## src/rtl/service_4_game_ctrl.sv

```systemverilog
// Alarm-dismiss minigame sequencer: draws a one-hot target, waits for
// cleared switches, then scores held matches against a per-round timeout.
module service_4_game_ctrl #(
  parameter int ROUNDS      = 3,
  parameter int HOLD_CYC    = 4,
  parameter int TIMEOUT_CYC = 50000,
  parameter int MAX_RETRY   = 3
) (
  input  logic       clk,
  input  logic       resetn,
  input  logic       start,
  input  logic [9:0] rnd_hot,
  input  logic [9:0] spdts,
  output logic       rnd_take,
  output logic [9:0] target_led,
  output logic [3:0] round_cnt,
  output logic       playing,
  output logic       fail,
  output logic       game_done
);

  localparam logic [15:0] TMO = 16'(TIMEOUT_CYC - 1);
  localparam logic [7:0]  HLD = 8'(HOLD_CYC - 1);
  localparam logic [7:0]  MRT = 8'(MAX_RETRY);
  localparam logic [3:0]  RND = 4'(ROUNDS);

  typedef enum logic [2:0] {
    S_IDLE,
    S_LOAD,
    S_CLR,
    S_PLAY,
    S_DONE
  } state_t;

  state_t      state, state_n;
  logic        start_q;
  logic [15:0] timer, timer_n;
  logic [7:0]  hold, hold_n;
  logic [7:0]  retry, retry_n;
  logic [9:0]  prev, prev_n;
  logic [9:0]  target_n;
  logic [3:0]  cnt_n;
  logic        fail_n;

  logic       rise;
  logic       onehot;
  logic       rep_hit;
  logic       match;
  logic       wrong;
  logic [3:0] cnt_inc;

  assign rise    = start & ~start_q;
  assign onehot  = (rnd_hot != '0) &&
                   ((rnd_hot & (rnd_hot - 10'd1)) == '0);
  assign rep_hit = (rnd_hot == prev) && (retry < MRT);
  assign match   = (spdts == target_led);
  assign wrong   = |(spdts & ~target_led);
  assign cnt_inc = (round_cnt == RND) ? round_cnt
                                      : round_cnt + 4'd1;

  assign rnd_take  = (state == S_LOAD);
  assign game_done = (state == S_DONE);
  assign playing   = (state == S_LOAD) ||
                     (state == S_CLR)  ||
                     (state == S_PLAY);

  always_comb begin
    state_n  = state;
    timer_n  = timer;
    hold_n   = hold;
    retry_n  = retry;
    prev_n   = prev;
    target_n = target_led;
    cnt_n    = round_cnt;
    fail_n   = 1'b0;
    if (playing && !start) begin
      state_n  = S_IDLE;
      timer_n  = '0;
      hold_n   = '0;
      retry_n  = '0;
      target_n = '0;
      cnt_n    = '0;
    end else begin
      unique case (state)
        S_IDLE: begin
          target_n = '0;
          cnt_n    = '0;
          if (rise) state_n = S_LOAD;
        end
        S_LOAD: begin
          if (!onehot || rep_hit) begin
            retry_n = (retry == 8'hff) ? retry
                                       : retry + 8'd1;
          end else begin
            target_n = rnd_hot;
            prev_n   = rnd_hot;
            retry_n  = '0;
            state_n  = S_CLR;
          end
        end
        S_CLR: begin
          if (spdts == '0) begin
            timer_n = '0;
            hold_n  = '0;
            state_n = S_PLAY;
          end
        end
        S_PLAY: begin
          timer_n = timer + 16'd1;
          if (match && hold == HLD) begin
            cnt_n   = cnt_inc;
            hold_n  = '0;
            state_n = (cnt_inc == RND) ? S_DONE : S_LOAD;
          end else if (wrong || timer == TMO) begin
            fail_n  = 1'b1;
            cnt_n   = '0;
            hold_n  = '0;
            state_n = S_LOAD;
          end else if (match) begin
            hold_n = hold + 8'd1;
          end else begin
            hold_n = '0;
          end
        end
        S_DONE: begin
          target_n = '0;
          cnt_n    = '0;
          state_n  = S_IDLE;
        end
        default: state_n = S_IDLE;
      endcase
    end
  end

  // start_q keeps tracking through reset so a level held across it is no edge
  always_ff @(posedge clk) begin
    start_q <= start;
    if (resetn) begin
      state      <= S_IDLE;
      timer      <= '0;
      hold       <= '0;
      retry      <= '0;
      prev       <= '0;
      target_led <= '0;
      round_cnt  <= '0;
      fail       <= 1'b0;
    end else begin
      state      <= state_n;
      timer      <= timer_n;
      hold       <= hold_n;
      retry      <= retry_n;
      prev       <= prev_n;
      target_led <= target_n;
      round_cnt  <= cnt_n;
      fail       <= fail_n;
    end
  end

endmodule

```

## config.mk

```make
export PLATFORM = sky130hd
export DESIGN_NAME = service_4_game_ctrl
export DESIGN_NICKNAME = d
export VERILOG_FILES = /design/src/rtl/service_4_game_ctrl.sv
export SDC_FILE = /design/constraint.sdc
export NUM_CORES = 1
export LEC_CHECK = 0
export BUFFER_PORTS_ARGS = -buffer_cell sky130_fd_sc_hd__buf_4
export CAP_MARGIN = 20
export CORE_ASPECT_RATIO = 1.2
export CORE_MARGIN = 2
export CORE_UTILIZATION = 27
export DETAILED_ROUTE_END_ITERATION = 10
export PLACE_DENSITY = 0.53
export SETUP_SLACK_MARGIN = 0.5
export SLEW_MARGIN = 40
export SYNTH_ARGS = -nofsm -noshare
export SYNTH_HDL_FRONTEND = slang
export SYNTH_SLANG_ARGS = --single-unit
```

## constraint.sdc

```tcl
create_clock -name clk -period 4.65 [get_ports clk]
set_input_delay 0.465 -clock clk [delete_from_list [all_inputs] [get_ports clk]]
set_output_delay 0.465 -clock clk [all_outputs]
set_load 0.03 [all_outputs]
```

==> impl_metrics.csv, run 1 <==
group,metric,value,unit
outcome,status,"complete, no violations",
synth,synth_area,3450,sq um
synth,synth_ff_type,"dfxtp_1",
grt,grt_antenna_before_repair,0,
die,floorplan.core_area,12600,sq um
sta,timing_worst_slew_pin_value,0.825,ns
setup_path,setup_slack_of_the_worst_register_to_register_path,1.97,ns
clock_tree,cts_post_setup_buffers_inserted,0,
job,timing.max_cap.violations,0,
power,ir_drop,0.149,mV
clock_tree,numCtsBuffers,9,
sta,finalSetupViolations,0,
drt,firstDrtPassIters,4,
layout,most_common_library_cell_in_the_layout_ignoring_fill_and_taps,"nand2_1",
drt,detail-route-antenna-nets,0,
sta,worst_slew_margin_rel,0.448,
setup_path,critical_path_arrival,3.05,ns
synth,synth-warning-count,0,
die,placement_rows,45,
power,power_total,1280,uW
grt,global_route_wire_length_before_repair,14.6,mm
place,gp_congestion,0.801,
synth,synth_enable_flop_cells,0,
setup_path,end_kind,"register",
die,pin_count,41,
synth,postSynthAreaPerCell,8.27,sq um
die,die-width,107,microns
setup_path,worstSetupPathType,"in -> reg",
sta,timing.final.crit_period,2.80,ns
drt,drc_violation_count_after_routing,0,
sta,clock.fmax,0.357,GHz
sta,period_share,0.603,
drt,wl_per_instance,14.3,microns
synth,post_synthesis_cell_type_count,54,
sta,finalMaxSlewViolations,0,
layout,number_of_nets_in_the_layout,489,
drt,post_drt_via_cell_ratio,5.23,
layout,drive_gt1_frac,0.164,
sta,skew,0.00644,ns
setup_path,critical_path_peak_fanout,7,
worst_hold_path,min-delay-path-class,"in -> reg",
sta,hold-worst-slack,0.321,ns
layout,commonest_cells_after_routing_fill_and_taps_aside,"nand2_1 (64), dfxtp_1 (61), buf_4 (44), nor3_1 (27), mux2i_1 (21)",
grt,grt_usage,0.131,
synth,synth_sequential_area_ratio,0.354,
setup_path,slowest_stage,"nor4_2",
setup_path,worst_path_most_repeated_cell,"buf_4",
setup_path,cp-start-kind,"input pin",
setup_path,r2r_start,"hold[0]",
worst_hold_path,hold_path_depth,1,
place,dpl.hpwl,6.49,mm
die,chipHeight,128,microns
drt,detailroute.via_count,3245,
setup_path,worstPathCellList,"buf_4 -> or4_4 -> nor4_1 -> mux2_2 -> nor4_2 -> buf_4 -> mux2i_1",
grt,grtUsageMet1,0.166,
grt,grt_overflow_total,0,
grt,grt_max_degree,30,
die,floorplan.initialDensity,0.275,
power,power.static_leakage,0.00135,uW
grt,grt_util_met3,0.0305,
grt,globalRoute.busiestLayer,"met2",
setup_path,reg2reg_to,"hold[3]",
setup_path,worstRegToRegCells,6,
synth,yosys_register_bits,61,
clock_tree,cts_root_buf,"clkbuf_16",
synth,synthesis.instances,417,
clock_tree,clk_pin_slew,0.05,ns
layout,fill_cells,1300,
clock_tree,clock_path_buffers,2,
synth,ys_async_sr_fraction,0,
power,cellPowerDensity,303,nW/um^2
setup_path,crit_path_max_incr_delay,0.69,ns
clock_tree,post_cts_resized,0,
sta,setup_total_negative_slack,0,ns
clock_tree,tritoncts,"done",
setup_path,critPathRequiredTime,4.90,ns
drt,routed_wirelength,8.86,mm
die,die_area,13700,sq um
grt,first_global_vias,3030,
place,port_buffers,40,
sta,rsz_0062_raised_after_global_routing,"false",
synth,synth.net_count,454,
layout,fin_util,0.336,
grt,global_route.usage.met2,0.219,
layout,layout-area-overhead-vs-synth,22.2,%
clock_tree,cts-hold-fix-buffers,0,
worst_hold_path,timing.hold.worst.start,"start",
clock_tree,h_tree_lvl_count,3,
worst_hold_path,worstHoldEndpoint,"start_q",
clock_tree,source_to_sink_clock_delay_at_the_later_pin_of_the_worst_skew_pair,0.32,ns
clock_tree,cts.sinks,61,
layout,antennaDiodeCount,0,
sta,finalHoldViolations,0,
drt,drt-initial-drc-count,93,
[sequential cells by signal (all words and copies together), names as in the netlist]
register and flops:
timer 16, prev 10, target_led 10, hold 8, retry 8, round_cnt 4, state 3, fail 1
start_q 1
[worst max-delay path, delay by kind of cell]
family | cells | cell delay [ns]
buf+inv | 2 | 0.44
mux | 2 | 0.63
simple gates | 3 | 1.53
[routing by layer]
metal  vias up  part of all wire  wire (microns)
li1       1609                 -               -
met1      1542              0.46            4100
met2        83              0.48            4290
met3        11             0.044             388
met4         0            0.0095              84
met5         -                 0               0
[report_power, final]
part	total, uW	switching [uW]	internal, uW
Sequential	528	2.45	525
Clock	662	234	428
Combinational	87.4	54.7	32.7
[cell usage after synthesis, drive strengths merged (6+ instances only)]
library cell / number / area share
nand2: 64 / 0.070
dfxtp: 61 / 0.35
nor4: 15 / 0.033
nor3: 27 / 0.039
nand3: 19 / 0.028
ha: 14 / 0.051
mux2i: 21 / 0.061
nand4: 14 / 0.025
a31oi: 8 / 0.016
nor2: 22 / 0.024
o21ai: 14 / 0.020
inv: 18 / 0.020
clkbuf: 16 / 0.017
or4: 6 / 0.014
xnor2: 19 / 0.048
a21oi: 13 / 0.019
[worst max-delay path by stage]
stage,to,depth (start not counted),from,slack (ns)
final,prev[8],7,rnd_hot[0],1.85
after global routing,hold[3],6,hold[0],1.69
after CTS,prev[1],7,rnd_hot[0],1.86
after detailed placement,prev[1],7,rnd_hot[0],1.53
after global placement,prev[1],7,rnd_hot[0],1.63
after floorplan,target_led[0],7,state[0],2.17
[layout make-up]
type	count	area, sq um	share of cell area
clock buffer	12	246	0.0585
clock inverter	4	47.5	0.0113
inverter	18	67.6	0.0160
multi-input combinational	318	2100	0.497
sequential	61	1220	0.290
tap	164	205	0.0487
timing repair buffer	44	330	0.0784
[metrics by stage]
step | area, sq um | instances | setup slack (ns)
5_1_grt | 4210 | 621 | 1.69
2_1_floorplan | 3450 | 417 | 2.17
3_5_place_dp | 3920 | 605 | 1.53
6_report | 4210 | 621 | 1.85
3_3_place_gp | 3920 | 605 | 1.63
4_1_cts | 4210 | 621 | 1.86
[cells by family after synthesis]
kind of cell / after synthesis / synth area share
flops: 61 / 0.354
simple gates: 194 / 0.294
mux: 24 / 0.0707
xor+xnor: 22 / 0.0559
fa+ha+maj: 14 / 0.0508
buf+inv: 38 / 0.0482
compound gates: 64 / 0.127
(Power assumes the default switching activity.)
==> run 2: changes to the inputs <==
--- a/config.mk
+++ b/config.mk
@@ -11,7 +11,7 @@
 export CORE_MARGIN = 2
 export CORE_UTILIZATION = 27
 export DETAILED_ROUTE_END_ITERATION = 10
-export PLACE_DENSITY = 0.53
+export PLACE_DENSITY = 0.55
 export SETUP_SLACK_MARGIN = 0.5
 export SLEW_MARGIN = 40
 export SYNTH_ARGS = -nofsm -noshare
==> constraint.sdc (replaced) <==
create_clock -name clk -period 2.35 [get_ports clk]
set_input_delay 0.235 -clock clk [delete_from_list [all_inputs] [get_ports clk]]
set_output_delay 0.235 -clock clk [all_outputs]
set_load 0.03 [all_outputs]
==> run 2 against run 1 <==
Compared with the run above:
- setup slack worse by 1.6 ns
- first-iteration DRC count up 14%
- clock power up 84%
- largest power group unchanged
- final area up 19%
- sequential cell count unchanged
- combinational power rose to 2.7 times the previous value
- sequential power up 97%
- global-route usage up 1.6 points
- highest routed layer unchanged
- die area unchanged
- non-clock buffer count up 45
- final cell count up 7.2%
==> impl_metrics.csv, run 2 (same netlist as run 1, synthesis figures left out) <==
group,metric,value,unit
outcome,status,"complete, no violations",
layout,finalNonFillerCells,666,
worst_hold_path,min-delay-path-class,"in -> reg",
drt,post_drt_via_cell_ratio,5.10,
grt,grt_max_degree,29,
grt,global_route_wire_length_before_repair,16.2,mm
layout,final_design_area_no_fill,5000,sq um
layout,fill_cells,1253,
clock_tree,cts.sinks,61,
power,power.static_leakage,0.00166,uW
clock_tree,numCtsBuffers,9,
sta,period_share,0.893,
place,port_buffers,40,
sta,timing.final.crit_period,2.10,ns
sta,skew,0.00780,ns
job,timing.max_cap.violations,0,
clock_tree,clock_path_buffers,2,
grt,grt_overflow_total,0,
die,chipHeight,128,microns
layout,registers.top_by_ff_count,"timer",
drt,drt-initial-drc-count,106,
drt,detailroute.via_count,3398,
layout,number_of_nets_in_the_layout,534,
setup_path,slowest_stage,"or4_4",
sta,rsz_0062_raised_after_global_routing,"true",
drt,drc_violation_count_after_routing,0,
die,floorplan.initialDensity,0.275,
grt,first_global_vias,3381,
grt,grt_antenna_before_repair,0,
die,pin_count,41,
setup_path,critical_path_arrival,2.35,ns
clock_tree,tritoncts,"done",
setup_path,critPathTopFamily,"simple AND/OR/NAND/NOR gates",
power,pwr-share-seq,0.416,
setup_path,worstSetupPathType,"in -> reg",
power,comb_power_share,0.095,
setup_path,crit_buf_inv,5,
layout,fin_util,0.399,
power,clock_power_share,0.490,
die,die_area,13700,sq um
layout,largest_registers,"timer x16, prev x10, target_led x10",
layout,drive_gt1_frac,0.345,
power,cellPowerDensity,499,nW/um^2
setup_path,critPathRequiredTime,2.60,ns
layout,largest_register_ffs,16,
clock_tree,source_to_sink_clock_delay_at_the_later_pin_of_the_worst_skew_pair,0.33,ns
power,switching_power_of_the_nets,622,uW
setup_path,worstPathCellList,"buf_8 -> or4_4 -> nor4_4 -> mux2_4 -> buf_6 -> nor4_4 -> buf_4 -> buf_6 -> buf_12 -> mux2i_1",
sta,setup_total_negative_slack,0,ns
layout,antennaDiodeCount,0,
place,placed_cells_incl_taps,623,
clock_tree,cts_root_buf,"clkbuf_16",
setup_path,crit_path_max_incr_delay,0.56,ns
drt,routed_wirelength,10.2,mm
setup_path,cp-start-kind,"input pin",
power,cellInternalPower,1880,uW
die,placement_rows,45,
layout,commonest_cells_after_routing_fill_and_taps_aside,"buf_4 (70), nand2_1 (63), dfxtp_1 (43), nor2_1 (22)",
place,gp_congestion,0.847,
layout,layout-area-overhead-vs-synth,45.0,%
grt,grt_usage,0.146,
sta,finalSetupViolations,0,
clock_tree,cts-hold-fix-buffers,0,
drt,detail-route-antenna-nets,0,
sta,finalMaxSlewViolations,0,
layout,multiInputGateArea,2390,sq um
sta,clock.fmax,0.477,GHz
sta,worst_slew_margin_rel,0.551,
clock_tree,h_tree_lvl_count,3,
layout,final-seq-area,1260,sq um
setup_path,critical_path_peak_fanout,5,
clock_tree,clk_pin_slew,0.05,ns
sta,finalHoldViolations,0,
place,pre_cts_ws,0.0338,ns
place,place_area,4190,sq um
place,dpl.hpwl,6.96,mm
power,switching_share,0.249,
die,floorplan.core_area,12600,sq um
setup_path,end_kind,"register",
sta,final_critical_path_setup_slack,0.251,ns
power,ir_drop,0.310,mV
drt,firstDrtPassIters,4,
die,die-width,107,microns
layout,most_common_library_cell_in_the_layout_ignoring_fill_and_taps,"buf_4",
sta,timing_worst_slew_pin_value,0.667,ns
drt,wl_per_instance,15.3,microns
run 2: metal layers:
metal,global-route usage,vias up,routed length (microns)
met5,0,-,0
met4,0.0512,0,192
met3,0.0295,16,323
met2,0.263,63,5340
met1,0.171,1632,4300
li1,-,1687,-
run 2: layout make-up:
| type | count | area share |
|---|---|---|
| Sequential cell | 61 | 0.252 |
| Clock buffer | 11 | 0.0485 |
| Tap cell | 164 | 0.0410 |
| Timing Repair Buffer | 89 | 0.159 |
| Clock inverter | 5 | 0.00700 |
| Inverter | 18 | 0.0135 |
| Multi-Input combinational cell | 318 | 0.479 |
run 2: per-stage QoR:
step / hold slack (ns) / power [uW]
after global routing: 0.0793 / 2590
after floorplan: 0.263 / 1150
after CTS: 0.0693 / 2500
final: 0.0828 / 2500
after global placement: 0.410 / 1240
after detailed placement: 0.404 / 1250
run 2: final timing paths:
path / start / end / slack [ns] / cells after the start
worst min register to register: prev[8] / prev[8] / 0.47 / 2
worst max-delay path: rnd_hot[1] / target_led[3] / 0.25 / 10
worst min-delay path: start / start_q / 0.08 / 1
worst max register to register: target_led[3] / hold[7] / 0.25 / 9
run 2: worst register-to-register path, stage by stage (launching register included):
cell	delay, ns
dfxtp_2	0.34
inv_2	0.05
ha_4	0.14
or4_4	0.54
nor4_4	0.21
buf_4	0.15
o31a_1	0.14
buf_6	0.12
a31oi_4	0.13
a211oi_2	0.19
run 2: repair_timing:
item	4_1_cts	5_1_grt
setup endpoints to repair	43	50
gates resized for setup	33	30
buffers inserted	17	6
gates cloned	4	0
pin swaps	16	19
run 2: power by group through the flow:
| stage | Combinational, uW | Clock (uW) | Sequential [uW] |
|---|---|---|---|
| finish | 236 | 1220 | 1040 |
| global route | 257 | 1300 | 1040 |
| CTS | 210 | 1250 | 1040 |
| detailed placement | 190 | 0 | 1060 |
| global placement | 185 | 0 | 1060 |
| floorplan | 97.8 | 0 | 1060 |
==> run 3: changes to the inputs <==
--- a/config.mk
+++ b/config.mk
@@ -11,7 +11,7 @@
 export CORE_MARGIN = 2
 export CORE_UTILIZATION = 27
 export DETAILED_ROUTE_END_ITERATION = 10
-export PLACE_DENSITY = 0.55
+export PLACE_DENSITY = 0.53
 export SETUP_SLACK_MARGIN = 0.5
 export SLEW_MARGIN = 40
 export SYNTH_ARGS = -nofsm -noshare
==> constraint.sdc (replaced) <==
create_clock -name clk -period 2.7 [get_ports clk]
set_input_delay 0.27 -clock clk [delete_from_list [all_inputs] [get_ports clk]]
set_output_delay 0.27 -clock clk [all_outputs]
set_load 0.03 [all_outputs]
==> run 3 against run 2 <==
Compared with the run above:
- setup slack better by 0.25 ns
- clock skew is 0.0016 ns lower
- core utilization is 4.5 points lower
- global-route usage is 0.90 points lower
- final area is 11% lower
- sequential power is 13% lower
- critical path depth is 3 lower
==> impl_metrics.csv, run 3 (same netlist as run 1, synthesis figures left out) <==
group,metric,value,unit
die,floorplan.initialDensity,0.275,
worst_hold_path,min-delay-path-class,"in -> reg",
power,ir_drop,0.288,mV
place,port_buffers,40,
setup_path,critical_path_arrival,2.44,ns
job,timing.max_cap.violations,0,
setup_path,setup_slack_of_the_worst_register_to_register_path,0.50,ns
clock_tree,clock_path_buffers,2,
drt,detailroute.via_count,3227,
power,cellInternalPower,1790,uW
drt,drc_violation_count_after_routing,0,
die,pin_count,41,
drt,drt-initial-drc-count,141,
die,die-width,107,microns
die,floorplan.core_area,12600,sq um
grt,grt_overflow_total,0,
layout,antennaDiodeCount,0,
sta,timing.final.crit_period,2.20,ns
die,chipHeight,128,microns
setup_path,end_kind,"register",
layout,commonest_cells_after_routing_fill_and_taps_aside,"nand2_1 (63), dfxtp_1 (58), buf_4 (57), nor3_1 (26), nor2_1 (22)",
grt,grt_antenna_before_repair,0,
sta,final_critical_path_setup_slack,0.498,ns
power,cellPowerDensity,516,nW/um^2
layout,registers.top_by_ff_count,"timer",
drt,wl_per_instance,14.1,microns
clock_tree,source_to_sink_clock_delay_at_the_later_pin_of_the_worst_skew_pair,0.33,ns
clock_tree,cts.sinks,61,
setup_path,cp-start-kind,"register",
layout,final_design_area_no_fill,4440,sq um
grt,global_route_wire_length_before_repair,14.9,mm
power,switching_power_of_the_nets,501,uW
sta,skew,0.00622,ns
sta,finalSetupViolations,0,
layout,most_common_library_cell_in_the_layout_ignoring_fill_and_taps,"nand2_1",
setup_path,crit_path_max_incr_delay,0.52,ns
drt,detail-route-antenna-nets,0,
sta,setup_total_negative_slack,0,ns
power,power.static_leakage,0.00144,uW
setup_path,critPathRequiredTime,2.94,ns
place,dpl.hpwl,6.53,mm
clock_tree,cts_root_buf,"clkbuf_16",
clock_tree,tritoncts,"done",
power,power_total,2290,uW
layout,drive_gt1_frac,0.213,
grt,first_global_vias,3146,
power,clock_power_share,0.536,
sta,worst_slew_margin_rel,0.530,
setup_path,worstSetupPathType,"reg -> reg",
layout,layout-area-overhead-vs-synth,28.8,%
drt,post_drt_via_cell_ratio,5.09,
power,comb_power_share,0.068,
setup_path,slowest_stage,"or4_1",
place,placed_cells_incl_taps,613,
drt,firstDrtPassIters,4,
sta,period_share,0.816,
place,pre_cts_ws,0.155,ns
layout,largest_registers,"timer x16, prev x10, target_led x10",
die,placement_rows,45,
sta,rsz_0062_raised_after_global_routing,"true",
layout,finalNonFillerCells,634,
setup_path,worstPathCellList,"inv_1 -> ha_1 -> or4_1 -> nor4_1 -> o31a_1 -> a31oi_2 -> nor3_1",
die,die_area,13700,sq um
grt,grt_max_degree,29,
power,pwr-share-seq,0.396,
place,place_area,4000,sq um
sta,finalMaxSlewViolations,0,
grt,grt_usage,0.137,
sta,finalHoldViolations,0,
sta,clock.fmax,0.454,GHz
layout,largest_register_ffs,16,
layout,number_of_nets_in_the_layout,503,
drt,routed_wirelength,8.94,mm
outcome,status,"complete, no violations",
sta,timing_worst_slew_pin_value,0.703,ns
clock_tree,clk_pin_slew,0.05,ns
power,switching_share,0.219,
clock_tree,h_tree_lvl_count,3,
clock_tree,numCtsBuffers,9,
setup_path,critical_path_peak_fanout,7,
place,gp_congestion,0.790,
## run 3: cell types whose count changed in the layout (fill, tap and decap cells not counted), moves of 3 or more
cell,delta
inv_2,-4
nor4_1,+3
dfxtp_1,+15
buf_6,-13
dfxtp_4,-5
ha_4,-3
inv_1,+4
dfxtp_2,-10
nor3_1,+5
nor4_4,-5
ha_1,+4
buf_4,-13
nor3_2,-5
## run 3: final timing paths
check	cells past startpoint	start	to
max	7	target_led[1]	hold[5]
min	1	start	start_q
max reg2reg	7	target_led[1]	hold[5]
min reg2reg	2	prev[4]	prev[4]
## run 3: power by group through the flow
stage | Sequential, uW | Combinational, uW | Clock (uW)
3_5_place_dp | 928 | 154 | 0
2_1_floorplan | 925 | 80.2 | 0
5_1_grt | 907 | 172 | 1300
4_1_cts | 908 | 154 | 1270
3_3_place_gp | 927 | 151 | 0
6_report | 907 | 155 | 1230
## run 3: per-layer routing
metal,global-route usage,vias to the layer above,share of wire
met3,0.0534,19,0.054
met2,0.233,63,0.49
li1,-,1631,-
met1,0.153,1514,0.43
met5,0,-,0
met4,0.0558,0,0.030
## run 3: critical path, delay by kind of cell (launching register included)
kind	cells	cell delay (ns)
and+or+nand+nor	3	1.09
DFF	1	0.35
buffers and inverters	1	0.05
AOI/OAI and AO/OA	2	0.46
adders and majority gates	1	0.16
## run 3: what timing repair did
action | in CTS | in global routing
setup buffers | 1 | 5
setup endpoints to repair | 14 | 33
pin swaps | 0 | 5
gates resized for setup | 5 | 13
gates cloned | 0 | 0
hold buffers | 0 | 0
## run 3: final cells by class
| cell class | count | area [sq um] |
|---|---|---|
| fill | 1266 | 8110 |
| multi-input combinational | 318 | 2180 |
| sequential | 61 | 1230 |
| timing repair buffer | 58 | 448 |
| clock buffer | 11 | 243 |
| tap | 164 | 205 |
| clock inverter | 4 | 72.6 |
| inverter | 18 | 67.6 |
## run 3: per-stage QoR
step | hold WS (ns) | util
detailed placement | 0.436 | 0.318
CTS | 0.0869 | 0.346
global placement | 0.436 | 0.318
global route | 0.0940 | 0.354
finish | 0.102 | 0.354
floorplan | 0.298 | -
